--- src/rtl/mem_arbiter_n_pkg.sv ---
// mem_arb_pkg: shared state encoding, default widths and index-width helper for the memory arbiter.
package mem_arb_pkg;
  typedef enum logic {ARB_IDLE, ARB_BUSY} arb_state_e;
  localparam int ADDR_W_DEF = 16;
  localparam int DATA_W_DEF = 16;
  function automatic int idx_w(input int n);
    return (n > 1) ? $clog2(n) : 1;
  endfunction
endpackage

--- src/rtl/mem_arbiter_n_if.sv ---
// mem_arbiter_n_if: requester/memory bus of the arbiter; slave is the arbiter's view, master the environment's.
interface mem_arbiter_n_if import mem_arb_pkg::*; #(
  parameter int NUM_REQ = 2,
  parameter int ADDR_W = ADDR_W_DEF,
  parameter int DATA_W = DATA_W_DEF,
  parameter int PRIO_WIN = 3,
  localparam int IDX_W = idx_w(NUM_REQ),
  localparam int CNT_W = $clog2(PRIO_WIN + 1)
);
  logic flush;
  logic prio_boost;
  logic [NUM_REQ-1:0] req_valid;
  logic [NUM_REQ-1:0] req_ready;
  logic [NUM_REQ*ADDR_W-1:0] req_addr;
  logic [NUM_REQ-1:0] req_rw;
  logic [NUM_REQ*DATA_W-1:0] req_wdata;
  logic [NUM_REQ-1:0] resp_valid;
  logic [DATA_W-1:0] resp_rdata;
  logic mem_req_valid;
  logic mem_req_ready;
  logic [ADDR_W-1:0] mem_req_addr;
  logic mem_req_rw;
  logic [DATA_W-1:0] mem_req_wdata;
  logic mem_resp_valid;
  logic [DATA_W-1:0] mem_resp_rdata;
  logic busy;
  logic [IDX_W-1:0] grant_id;
  logic [CNT_W-1:0] prio_cnt;
  modport slave (
    input flush, prio_boost, req_valid, req_addr, req_rw, req_wdata,
          mem_req_ready, mem_resp_valid, mem_resp_rdata,
    output req_ready, resp_valid, resp_rdata, mem_req_valid, mem_req_addr,
           mem_req_rw, mem_req_wdata, busy, grant_id, prio_cnt
  );
  modport master (
    output flush, prio_boost, req_valid, req_addr, req_rw, req_wdata,
           mem_req_ready, mem_resp_valid, mem_resp_rdata,
    input req_ready, resp_valid, resp_rdata, mem_req_valid, mem_req_addr,
          mem_req_rw, mem_req_wdata, busy, grant_id, prio_cnt
  );
endinterface

--- src/rtl/mem_arbiter_n_rr_pick.sv ---
// rr_pick: round-robin priority encoder; returns the first set request after i_ptr, wrapping.
module rr_pick import mem_arb_pkg::*; #(
  parameter int N = 2,
  parameter int W = idx_w(N)
) (
  input  logic [N-1:0] i_req,
  input  logic [W-1:0] i_ptr,
  output logic [W-1:0] o_idx,
  output logic         o_any
);
  logic [W-1:0] w_j;
  assign o_any = |i_req;
  // Scan from farthest to nearest so the nearest set request is the last write.
  always_comb begin
    o_idx = '0;
    w_j = '0;
    for (int k = N; k >= 1; k--) begin
      w_j = W'((int'(i_ptr) + k) % N);
      if (i_req[w_j]) o_idx = w_j;
    end
  end
endmodule

--- src/rtl/mem_arbiter_n.sv ---
// mem_arbiter_n: round-robin arbiter of NUM_REQ requesters onto one memory port, one transaction in flight,
// with a D-cache priority window opened by prio_boost.
module mem_arbiter_n import mem_arb_pkg::*; #(
  parameter int NUM_REQ = 2,
  parameter int ADDR_W = ADDR_W_DEF,
  parameter int DATA_W = DATA_W_DEF,
  parameter int PRIO_IDX = 1,
  parameter int PRIO_WIN = 3,
  localparam int CNT_W = $clog2(PRIO_WIN + 1),
  localparam int IDX_W = idx_w(NUM_REQ)
) (
  input logic clk,
  input logic rst_n,
  mem_arbiter_n_if.slave bus
);
  arb_state_e r_state, w_next_state;
  logic [CNT_W-1:0] r_prio_cnt, w_prio_next;
  logic [IDX_W-1:0] r_rr_ptr, r_grant_id, w_rr_idx, w_sel;
  logic w_idle, w_any, w_win, w_accept, w_req, w_resp;
  rr_pick #(.N(NUM_REQ), .W(IDX_W)) u_rr (
    .i_req(bus.req_valid),
    .i_ptr(r_rr_ptr),
    .o_idx(w_rr_idx),
    .o_any(w_any)
  );
  assign w_idle = r_state == ARB_IDLE;
  assign w_win = (r_prio_cnt != '0) | bus.prio_boost;
  assign w_sel = (w_win & bus.req_valid[PRIO_IDX]) ? IDX_W'(PRIO_IDX) : w_rr_idx;
  assign w_accept = w_idle & w_any & bus.mem_req_ready;
  // Outputs are forced low while reset is held, even though they are combinational.
  assign w_req = rst_n & w_idle & w_any;
  assign w_resp = rst_n & ~w_idle & bus.mem_resp_valid;
  always_ff @(posedge clk or negedge rst_n) begin
    if (!rst_n) begin
      r_state <= ARB_IDLE;
      r_prio_cnt <= '0;
      r_rr_ptr <= IDX_W'(NUM_REQ - 1);
      r_grant_id <= '0;
    end else begin
      r_state <= w_next_state;
      r_prio_cnt <= w_prio_next;
      if (w_accept) begin
        r_rr_ptr <= w_sel;
        r_grant_id <= w_sel;
      end
    end
  end
  always_comb begin
    w_next_state = w_accept ? ARB_BUSY : (!w_idle && bus.mem_resp_valid) ? ARB_IDLE : r_state;
    w_prio_next = bus.flush ? '0 :
                  bus.prio_boost ? CNT_W'(PRIO_WIN) :
                  (w_idle && r_prio_cnt != '0) ? r_prio_cnt - CNT_W'(1) : r_prio_cnt;
  end
  always_comb begin
    bus.mem_req_valid = w_req;
    bus.req_ready = (w_req & bus.mem_req_ready) ? NUM_REQ'(1) << w_sel : '0;
    bus.mem_req_addr = w_req ? bus.req_addr[w_sel*ADDR_W +: ADDR_W] : '0;
    bus.mem_req_rw = w_req & bus.req_rw[w_sel];
    bus.mem_req_wdata = w_req ? bus.req_wdata[w_sel*DATA_W +: DATA_W] : '0;
    bus.resp_valid = w_resp ? NUM_REQ'(1) << r_grant_id : '0;
    bus.resp_rdata = w_resp ? bus.mem_resp_rdata : '0;
  end
  assign bus.busy = r_state == ARB_BUSY;
  assign bus.grant_id = r_grant_id;
  assign bus.prio_cnt = r_prio_cnt;
endmodule

--- src/flat_wrapper.sv ---
// flat-port wrapper written by rule: the top's interface ports become plain ports
module mem_arbiter_n_flat import mem_arb_pkg::*;
#(
  parameter int NUM_REQ = 2,
  parameter int ADDR_W = ADDR_W_DEF,
  parameter int DATA_W = DATA_W_DEF,
  parameter int PRIO_IDX = 1,
  parameter int PRIO_WIN = 3,
  localparam int CNT_W = $clog2(PRIO_WIN + 1),
  localparam int IDX_W = idx_w(NUM_REQ)
)
  (clk, rst_n, bus_flush, bus_prio_boost, bus_req_valid, bus_req_addr, bus_req_rw, bus_req_wdata, bus_mem_req_ready, bus_mem_resp_valid, bus_mem_resp_rdata, bus_req_ready, bus_resp_valid, bus_resp_rdata, bus_mem_req_valid, bus_mem_req_addr, bus_mem_req_rw, bus_mem_req_wdata, bus_busy, bus_grant_id, bus_prio_cnt);
  mem_arbiter_n_if #(.NUM_REQ(NUM_REQ), .ADDR_W(ADDR_W), .DATA_W(DATA_W), .PRIO_WIN(PRIO_WIN)) bus_i ();
  input logic clk;
  input logic rst_n;
  input wire logic [$bits(bus_i.flush)-1:0] bus_flush;
  input wire logic [$bits(bus_i.prio_boost)-1:0] bus_prio_boost;
  input wire logic [$bits(bus_i.req_valid)-1:0] bus_req_valid;
  input wire logic [$bits(bus_i.req_addr)-1:0] bus_req_addr;
  input wire logic [$bits(bus_i.req_rw)-1:0] bus_req_rw;
  input wire logic [$bits(bus_i.req_wdata)-1:0] bus_req_wdata;
  input wire logic [$bits(bus_i.mem_req_ready)-1:0] bus_mem_req_ready;
  input wire logic [$bits(bus_i.mem_resp_valid)-1:0] bus_mem_resp_valid;
  input wire logic [$bits(bus_i.mem_resp_rdata)-1:0] bus_mem_resp_rdata;
  output wire logic [$bits(bus_i.req_ready)-1:0] bus_req_ready;
  output wire logic [$bits(bus_i.resp_valid)-1:0] bus_resp_valid;
  output wire logic [$bits(bus_i.resp_rdata)-1:0] bus_resp_rdata;
  output wire logic [$bits(bus_i.mem_req_valid)-1:0] bus_mem_req_valid;
  output wire logic [$bits(bus_i.mem_req_addr)-1:0] bus_mem_req_addr;
  output wire logic [$bits(bus_i.mem_req_rw)-1:0] bus_mem_req_rw;
  output wire logic [$bits(bus_i.mem_req_wdata)-1:0] bus_mem_req_wdata;
  output wire logic [$bits(bus_i.busy)-1:0] bus_busy;
  output wire logic [$bits(bus_i.grant_id)-1:0] bus_grant_id;
  output wire logic [$bits(bus_i.prio_cnt)-1:0] bus_prio_cnt;
  assign bus_i.flush = bus_flush;
  assign bus_i.prio_boost = bus_prio_boost;
  assign bus_i.req_valid = bus_req_valid;
  assign bus_i.req_addr = bus_req_addr;
  assign bus_i.req_rw = bus_req_rw;
  assign bus_i.req_wdata = bus_req_wdata;
  assign bus_i.mem_req_ready = bus_mem_req_ready;
  assign bus_i.mem_resp_valid = bus_mem_resp_valid;
  assign bus_i.mem_resp_rdata = bus_mem_resp_rdata;
  assign bus_req_ready = bus_i.req_ready;
  assign bus_resp_valid = bus_i.resp_valid;
  assign bus_resp_rdata = bus_i.resp_rdata;
  assign bus_mem_req_valid = bus_i.mem_req_valid;
  assign bus_mem_req_addr = bus_i.mem_req_addr;
  assign bus_mem_req_rw = bus_i.mem_req_rw;
  assign bus_mem_req_wdata = bus_i.mem_req_wdata;
  assign bus_busy = bus_i.busy;
  assign bus_grant_id = bus_i.grant_id;
  assign bus_prio_cnt = bus_i.prio_cnt;
  mem_arbiter_n #(.NUM_REQ(NUM_REQ), .ADDR_W(ADDR_W), .DATA_W(DATA_W), .PRIO_IDX(PRIO_IDX), .PRIO_WIN(PRIO_WIN)) u_core (.clk(clk), .rst_n(rst_n), .bus(bus_i));
endmodule
--- config.mk ---
export PLATFORM = sky130hd
export DESIGN_NAME = mem_arbiter_n_flat
export DESIGN_NICKNAME = d
export VERILOG_FILES = /design/src/rtl/mem_arbiter_n_pkg.sv /design/src/rtl/mem_arbiter_n_if.sv /design/src/rtl/mem_arbiter_n_rr_pick.sv /design/src/rtl/mem_arbiter_n.sv /design/src/flat_wrapper.sv
export SDC_FILE = /design/constraint.sdc
export NUM_CORES = 1
export LEC_CHECK = 0
export BUFFER_PORTS_ARGS = -buffer_cell sky130_fd_sc_hd__clkbuf_2
export CELL_PAD_IN_SITES_DETAIL_PLACEMENT = 1
export CELL_PAD_IN_SITES_GLOBAL_PLACEMENT = 1
export CORE_UTILIZATION = 20
export CTS_CLUSTER_SIZE = 14
export DETAILED_ROUTE_END_ITERATION = 8
export GPL_TIMING_DRIVEN = 0
export PLACE_DENSITY_LB_ADDON = 0.1
export SYNTH_ARGS = -nofsm -noshare
export SYNTH_HDL_FRONTEND = slang
export SYNTH_HIERARCHICAL = 1
export SYNTH_SLANG_ARGS = --single-unit
export TNS_END_PERCENT = 20
--- constraint.sdc ---
create_clock -name clk -period 4.3 [get_ports clk]
set_clock_uncertainty 0.05 [all_clocks]
set_input_delay 0.645 -clock clk [delete_from_list [all_inputs] [get_ports clk]]
set_output_delay 0.645 -clock clk [all_outputs]
set_load 0.1 [all_outputs]
==> flow_metrics.env, run 1 <==
export IMPL_cts_buffers=3
export IMPL_die_x_um=77.00
export IMPL_peakVddDrop_v=0.0001453
export IMPL_p_leak_nw=1.195
export IMPL_synth_cell_types=25
export IMPL_grt_max_degree=11
export IMPL_port_buffers=147
export IMPL_power_frac_comb_pct=77.6
export IMPL_hpwl_um=3803
export IMPL_ys_top_cells_by_count="67 x nand2_1, 35 x mux2i_1, 10 x and2_2, 8 x and2_1, 6 x buf_4"
export IMPL_power_density_nw_per_um2=340.4
export IMPL_maxSlewViolCount=0
export IMPL_seq_power_share_pct=9.7
export IMPL_finalWeightedCongestion=0.6935
export IMPL_syn_area_um2=1125
export IMPL_drive_gt1_share_pct=55.73
export IMPL_hold_viol_final=0
export IMPL_critPathSlowestCell="clkbuf_2"
export IMPL_path_cells="inv_1 -> ha_1 -> nand2b_1 -> a21oi_1 -> buf_4 -> buf_8 -> mux2i_1 -> clkbuf_2"
export IMPL_synth_fp_nets=254
export IMPL_grt_pass1_vias=1685
export IMPL_drt_iter0_drc=39
export IMPL_grt_pass1_wl_um=7403
export IMPL_max_stage_delay_ps=480
export IMPL_p_switching_mw=0.4336
export IMPL_clk_latency_ps=220
export IMPL_synth_top_area_cell="mux2i_1"
export IMPL_cp_top_family="buffers and inverters"
export IMPL_nFillCells=733
export IMPL_tightest_slew_ps=563.4
export IMPL_area_growth_syn_to_layout_pct=77.20
export IMPL_rsz0062_at_grt="no"
export IMPL_via_per_inst=4.172
export IMPL_grtUsageTotal_pct=14.78
export IMPL_fin_ws_ps=1320
export IMPL_seq_area_frac_synth_pct=11.23
export IMPL_die_area_um2=5928
export IMPL_syn_avg_cell_area_um2=6.901
export IMPL_critPathKind="flop to output pin"
export IMPL_synth_edf_count=0
export IMPL_period_share_pct=69.29
export IMPL_start_util_pct=21.34
export IMPL_yosysTopAreaCellShare_pct=31.15
export IMPL_fin_util_pct=37.82
export IMPL_ios=148
export IMPL_synthCells=163
export IMPL_critPathMaxFanout=10
export IMPL_antenna_found_initial=0
export IMPL_intPower_mw=0.2449
export IMPL_p_sw_share_pct=63.90
export IMPL_cts_buffer_depth=2
export IMPL_pwr_share_clk_pct=12.6
export IMPL_synth_yosys_warnings=6
export IMPL_cts_resized=0
export IMPL_setup_viol=0
export IMPL_cts_tree="done"
export IMPL_finalNonFillerCells=384
export IMPL_setup_tns_ps=0
export IMPL_coreArea_um2=5270
export IMPL_timing_fmax_mhz=335.6
export IMPL_clk_pin_slew_worst_paths_ps=40
export IMPL_cp_start_kind="flop"
export IMPL_fin_nets=406
export IMPL_die_h_um=77.00
export IMPL_yosys_top_cells_area="mux2i_1 31%, nand2_1 22%, dfrtp_1 8.9%, and2_2 6.7%, buf_8 5.3%"
export IMPL_grt_overflow_total=0
export IMPL_synth_ff_type="dfrtp_1"
export IMPL_routed_wirelength_um=4342
export IMPL_status="finished clean"
export IMPL_drtAntennaViolNets=0
export IMPL_ys_seq_elements=5
export IMPL_cts_sinks=5
export IMPL_dp_slack_ps=1423
export IMPL_async_flop_share_pct=100.0
export IMPL_cts_hold_buf=0
export IMPL_row_count=26
export IMPL_cp_end_kind="output pin"
export IMPL_layout_min_cycle_time_ps=2980
export IMPL_drtPass1Iterations=2
export IMPL_htreeDepth=1
export IMPL_maxCapViolations=0
export IMPL_vias=1602
export IMPL_cp_num_buf_inv=4
export IMPL_synth_most_common_cell="nand2_1"
export IMPL_cts_root_buffer="clkbuf_8"
export IMPL_critical_path_arrival_ps=2280
export IMPL_crit_required_ps=3610
export IMPL_routedWlPerCell_um=11.31
export IMPL_drc_errors=0
export IMPL_diodes=0
export IMPL_placedCellCount=380
export IMPL_relSlewSlack_pct=62.60
export IMPL_cts_setup_buffers=0
export IMPL_hold_path_class="input pin to async pin"
==> layout by cell type, fill, tap and decap left out, types with 2 or more instances in the layout <==
cell type    n
clkbuf_2   147
nor2_1       3
and2_1       8
nor3_1       4
inv_1        5
clkbuf_8     3
mux2i_1     35
buf_6        2
dfrtp_1      4
and2_2      10
clkbuf_1     2
nand2_1     67
buf_4        6
buf_8        4
o21a_1       2
==> power by group through the flow <==
stage          Clock, mW  Combinational [mW]  Sequential [mW]
2_1_floorplan          0               0.386            0.112
3_3_place_gp           0               0.529           0.0669
3_5_place_dp           0               0.532           0.0667
4_1_cts           0.0877               0.533           0.0663
5_1_grt           0.0914               0.557           0.0683
6_report          0.0858               0.527           0.0660
==> flip-flops by register name (all words and copies together) (netlist names) <==
name,cells
u_core/bus.prio_cnt,2
u_core/bus.busy,1
u_core/r_rr_ptr,1
u_core/bus.grant_id,1
==> final timing paths <==
check / from / cells after the start / slack [ps] / end
max: u_core/bus.prio_cnt[0]$_DFFE_PN0P_ / 8 / 1320 / bus_mem_req_addr[10]
min: rst_n / 1 / 200 / u_core/bus.prio_cnt[0]$_DFFE_PN0P_
max reg2reg: u_core/bus.prio_cnt[0]$_DFFE_PN0P_ / 7 / 2670 / u_core/bus.grant_id$_DFFE_PN0P_
min reg2reg: u_core/r_rr_ptr$_DFFE_PN1P_ / 2 / 450 / u_core/r_rr_ptr$_DFFE_PN1P_
max in group asynchronous: rst_n / 1 / 3780 / u_core/r_rr_ptr$_DFFE_PN1P_
min in group clk: u_core/r_rr_ptr$_DFFE_PN1P_ / 2 / 450 / u_core/r_rr_ptr$_DFFE_PN1P_
==> layer usage <==
layer	part of all wire [%]	GRT usage (%)	up-vias
li1	-	-	824
met1	38	16.23	686
met3	13	5.119	0
met5	0	0	-
met2	48	27.14	92
met4	0	3.208	0
==> layout make-up <==
class | count | area [um2] | area share, %
multi-input combinational | 139 | 843.3 | 42.31
timing repair buffer | 147 | 735.7 | 36.91
buffer | 14 | 136.4 | 6.842
sequential | 5 | 126.4 | 6.340
tap | 70 | 87.58 | 4.394
clock buffer | 4 | 45.04 | 2.260
inverter | 5 | 18.77 | 0.9416
==> through the flow <==
step	hold WS [ps]	instance area, um2	power (mW)
after global placement	409.2	1948	0.5961
after global routing	202.8	1993	0.7165
final	197.6	1993	0.6786
after floorplan	299.4	1125	0.4979
after CTS	200.0	1993	0.6873
after detailed placement	430.2	1948	0.5988
==> cell families (layout without fill, tap and decap cells) <==
group                      count (synthesis)  count (layout)  share of synthesized area [%]
and+or+nand+nor                           98              98                          39.82
muxes                                     35              35                          31.15
buffers and inverters                     19             170                          13.79
AOI/OAI and AO/OA                          5               5                          2.891
DFF                                        5               5                          11.24
adders and majority gates                  1               1                          1.112
(Power assumes the default switching activity.)
==> inputs of run 2 (changes only) <==
Settings changed: CORE_UTILIZATION 20 to 17.
Clock period 4.3 ns to 2.7 ns, I/O delays scaled along.
==> flow_metrics.env, run 2 (synthesis results as in run 1) <==
export IMPL_coreArea_um2=6386
export IMPL_critPathKind="flop to output pin"
export IMPL_clk_latency_ps=220
export IMPL_setup_tns_ps=0
export IMPL_hold_viol_final=0
export IMPL_drtPass1Iterations=2
export IMPL_timing_rr_end="u_core/bus.grant_id$_DFFE_PN0P_"
export IMPL_port_buffers=147
export IMPL_cp_end_kind="output pin"
export IMPL_drc_errors=0
export IMPL_power_density_nw_per_um2=479.7
export IMPL_nFillCells=790
export IMPL_die_area_um2=6946
export IMPL_routedWlPerCell_um=12.07
export IMPL_hpwl_um=3980
export IMPL_cts_tree="done"
export IMPL_p_leak_nw=1.311
export IMPL_layout_min_cycle_time_ps=2596
export IMPL_die_h_um=83.34
export IMPL_drtAntennaViolNets=0
export IMPL_critPathMaxFanout=10
export IMPL_clk_pin_slew_worst_paths_ps=40
export IMPL_vias=1702
export IMPL_drive_gt1_share_pct=69.16
export IMPL_r2r_cells=8
export IMPL_cts_root_buffer="clkbuf_8"
export IMPL_cp_start_kind="flop"
export IMPL_r2r_start="u_core/bus.prio_cnt[1]$_DFFE_PN0P_"
export IMPL_tightest_slew_ps=554.8
export IMPL_diodes=0
export IMPL_register_area_um2=135.1
export IMPL_fin_nets=413
export IMPL_hold_path_class="input pin to async pin"
export IMPL_timing_fmax_mhz=385.3
export IMPL_relSlewSlack_pct=63.17
export IMPL_grt_pass1_vias=1709
export IMPL_fin_util_pct=43.63
export IMPL_critical_path_arrival_ps=2140
export IMPL_multiInputGateArea_um2=1281
export IMPL_rsz0062_at_grt="no"
export IMPL_maxCapViolations=0
export IMPL_maxSlewViolCount=0
export IMPL_grt_pass1_wl_um=7914
export IMPL_cts_buffer_depth=2
export IMPL_grt_max_degree=11
export IMPL_grtUsageTotal_pct=13.63
export IMPL_finalWeightedCongestion=0.7476
export IMPL_peakVddDrop_v=0.0003045
export IMPL_die_x_um=83.34
export IMPL_row_count=29
export IMPL_via_per_inst=4.276
export IMPL_htreeDepth=1
export IMPL_setup_viol=0
export IMPL_layout_common_cells="115 x clkbuf_2, 67 x nand2_1, 33 x mux2i_4, 23 x clkbuf_8"
export IMPL_drt_iter0_drc=20
export IMPL_cts_buffers=3
export IMPL_grt_overflow_total=0
export IMPL_crit_required_ps=2250
export IMPL_routed_wirelength_um=4803
export IMPL_cts_sinks=5
export IMPL_regToRegSetupSlack_ps=1000
export IMPL_antenna_found_initial=0
export IMPL_crit_start="u_core/bus.prio_cnt[1]$_DFFE_PN0P_"
export IMPL_largest_reg_flops=2
export IMPL_area_growth_syn_to_layout_pct=147.7
export IMPL_status="finished clean"
export IMPL_ios=148
export IMPL_start_util_pct=17.61
export IMPL_period_share_pct=96.14
export IMPL_final_common_cell="clkbuf_2"
[run 2: per-layer routing]
layer	wire length [um]	vias up	track usage, %	part of all wire, %
li1	-	842	-	-
met1	1821	778	16.39	38
met2	2572	80	25.04	54
met3	398	2	2.883	8.3
met4	10	0	2.351	0.21
met5	0	-	0	0
[run 2: how the worst max path moves through the flow]
stage,endpoint,slack [ps],cells past startpoint
2_1_floorplan,bus_mem_req_addr[10],-50,7
3_3_place_gp,bus_mem_req_addr[11],7,8
3_5_place_dp,bus_mem_req_addr[4],20,8
4_1_cts,bus_mem_req_addr[11],-10,8
5_1_grt,bus_mem_req_wdata[11],1,9
6_report,bus_mem_req_addr[1],100,8
[run 2: repair_timing]
item / 4_1_cts / 5_1_grt
setup endpoints to repair: 27 / 33
resized for setup: 54 / 19
buffers inserted: 0 / 6
hold endpoints to repair: 4 / 0
hold buffers: 1 / 0
[run 2: cell type report]
type                    instances  share of cell area (%)
multi-input cells             139                   45.98
repair buffers                154                   38.08
plain buffers                  14                   5.344
inverters                       5                  0.6736
clock buffers                   4                   1.617
flip-flops and latches          5                   4.850
well taps                      77                   3.458
[run 2: worst max-delay path, cell delays in order, from the launching register on]
cell	delay (ps)
dfrtp_4	470
inv_1	90
ha_4	160
nand2b_1	80
a21oi_2	160
buf_6	180
buf_4	140
mux2i_4	200
buf_2	440
[run 2: metrics by stage]
step           total power, mW  worst slack (ps)  instances  hold slack, ps  cell area (um2)
5_1_grt                  1.396             1.091        398           107.8             2786
3_5_place_dp             1.112             19.44        387           194.0             2412
6_report                 1.337             104.3        398           106.9             2786
2_1_floorplan           0.9506            -54.69        163           59.41             1580
3_3_place_gp             1.107             7.140        387           193.4             2412
4_1_cts                  1.320            -13.88        392           102.6             2704
[run 2: power by group]
part / internal [mW] / total (mW) / switching [mW]
Combinational: 0.363 / 1.09 / 0.725
Sequential: 0.0959 / 0.110 / 0.0136
Clock: 0.101 / 0.139 / 0.0375
Total: 0.560 / 1.34 / 0.776
==> inputs of run 3 (changes only) <==
Settings changed: CORE_ASPECT_RATIO set to 1.2.
==> flow_metrics.env, run 3 (synthesis results as in run 1) <==
export IMPL_status="finished clean"
export IMPL_layout_common_cells="118 x clkbuf_2, 67 x nand2_1, 33 x mux2i_4, 20 x buf_8"
export IMPL_drive_gt1_share_pct=68.67
export IMPL_area_growth_syn_to_layout_pct=146.9
export IMPL_maxSlewViolCount=0
export IMPL_p_leak_nw=1.294
export IMPL_power_density_nw_per_um2=481.5
export IMPL_htreeDepth=1
export IMPL_drtPass1Iterations=4
export IMPL_clk_pin_slew_worst_paths_ps=30
export IMPL_rsz0062_at_grt="yes"
export IMPL_cts_buffer_depth=2
export IMPL_tightest_slew_ps=556.9
export IMPL_critPathKind="flop to output pin"
export IMPL_final_common_cell="clkbuf_2"
export IMPL_cts_root_buffer="clkbuf_8"
export IMPL_power_mw=1.337
export IMPL_cp_end_kind="output pin"
export IMPL_port_buffers=147
export IMPL_postLayoutCellArea_um2=2778
export IMPL_grt_overflow_total=0
export IMPL_hpwl_um=3992
export IMPL_start_util_pct=17.56
export IMPL_die_h_um=91.11
export IMPL_grt_pass1_vias=1730
export IMPL_grtUsageTotal_pct=14.15
export IMPL_fin_nets=408
export IMPL_vias=1711
export IMPL_drt_iter0_drc=18
export IMPL_finalWeightedCongestion=0.7209
export IMPL_grt_pass1_wl_um=8148
export IMPL_cts_buffers=3
export IMPL_clk_latency_ps=220
export IMPL_period_share_pct=96.47
export IMPL_largest_reg_flops=2
export IMPL_row_count=32
export IMPL_cp_start_kind="flop"
export IMPL_cts_sinks=5
export IMPL_hold_path_class="input pin to async pin"
export IMPL_hold_viol_final=0
export IMPL_peakVddDrop_v=0.0003103
export IMPL_coreArea_um2=6406
export IMPL_fin_util_pct=43.36
export IMPL_via_per_inst=4.267
export IMPL_die_area_um2=6947
export IMPL_ios=148
export IMPL_drtAntennaViolNets=0
export IMPL_antenna_found_initial=0
export IMPL_setup_viol=0
export IMPL_relSlewSlack_pct=63.03
export IMPL_critical_path_arrival_ps=2150
export IMPL_timing_fmax_mhz=383.9
export IMPL_setup_tns_ps=0
export IMPL_routed_wirelength_um=4886
export IMPL_layout_min_cycle_time_ps=2605
export IMPL_grt_max_degree=11
export IMPL_crit_required_ps=2250
export IMPL_critPathMaxFanout=5
export IMPL_maxCapViolations=0
export IMPL_place_area_um2=2422
export IMPL_cts_tree="done"
export IMPL_routedWlPerCell_um=12.18
export IMPL_die_x_um=76.26
export IMPL_drc_errors=0
export IMPL_diodes=0
-- run 3: metrics by stage --
| stage | hold slack [ps] | setup slack [ps] | cells |
|---|---|---|---|
| finish | 106.7 | 95.36 | 401 |
| global route | 112.5 | -6.172 | 401 |
| CTS | 102.2 | -1.506 | 400 |
| detailed placement | 194.9 | -3.944 | 395 |
| global placement | 192.3 | -5.964 | 395 |
| floorplan | 59.41 | -54.69 | 163 |
-- run 3: final cells by class --
type	count	area, um2
multi-input cells	139	1281
fillers	798	3628
well taps	85	106.4
flip-flops and latches	5	135.1
clock buffers	4	45.04
repair buffers	149	1030
inverters	5	18.77
plain buffers	14	161.4
-- run 3: power breakdown --
| group | switching [mW] | internal (mW) | total, mW |
|---|---|---|---|
| sequential | 0.0136 | 0.0959 | 0.109 |
| combinational | 0.729 | 0.360 | 1.09 |
| clock | 0.0378 | 0.101 | 0.139 |
| total | 0.780 | 0.557 | 1.34 |
-- run 3: worst max-delay path: stages (launching register included) --
cell      delay, ps
dfrtp_4         470
inv_1            90
ha_4            150
nand2b_1         80
a21oi_2         200
buf_4           230
mux2i_4         230
clkbuf_2        480
-- run 3: per-layer routing --
metal	GRT usage, %	up-vias	wire (um)
met4	2.885	0	15
met2	27.40	71	2707
met1	15.19	808	1768
met3	3.618	2	394
met5	0	-	0
li1	-	830	-
-- run 3: timing repair --
item / in CTS / in global routing
gates cloned: 0 / 1
setup buffers: 0 / 0
hold endpoints to repair: 4 / 0
endpoints found under the setup margin: 27 / 33
resized for setup: 57 / 25
pin swaps: 0 / 0
hold buffers: 1 / 0
-- run 3: worst paths after layout --
| path | depth (start not counted) | from | to | slack (ps) |
|---|---|---|---|---|
| max | 7 | u_core/bus.prio_cnt[1]$_DFFE_PN0P_ | bus_mem_req_addr[1] | 100 |
| min | 1 | rst_n | u_core/r_rr_ptr$_DFFE_PN1P_ | 110 |
| max reg2reg | 7 | u_core/bus.prio_cnt[1]$_DFFE_PN0P_ | u_core/bus.grant_id$_DFFE_PN0P_ | 1040 |
| min reg2reg | 2 | u_core/r_rr_ptr$_DFFE_PN1P_ | u_core/r_rr_ptr$_DFFE_PN1P_ | 420 |
| max in group asynchronous | 2 | rst_n | u_core/bus.prio_cnt[0]$_DFFE_PN0P_ | 1830 |
| min in group clk | 2 | bus_flush | u_core/bus.prio_cnt[0]$_DFFE_PN0P_ | 300 |
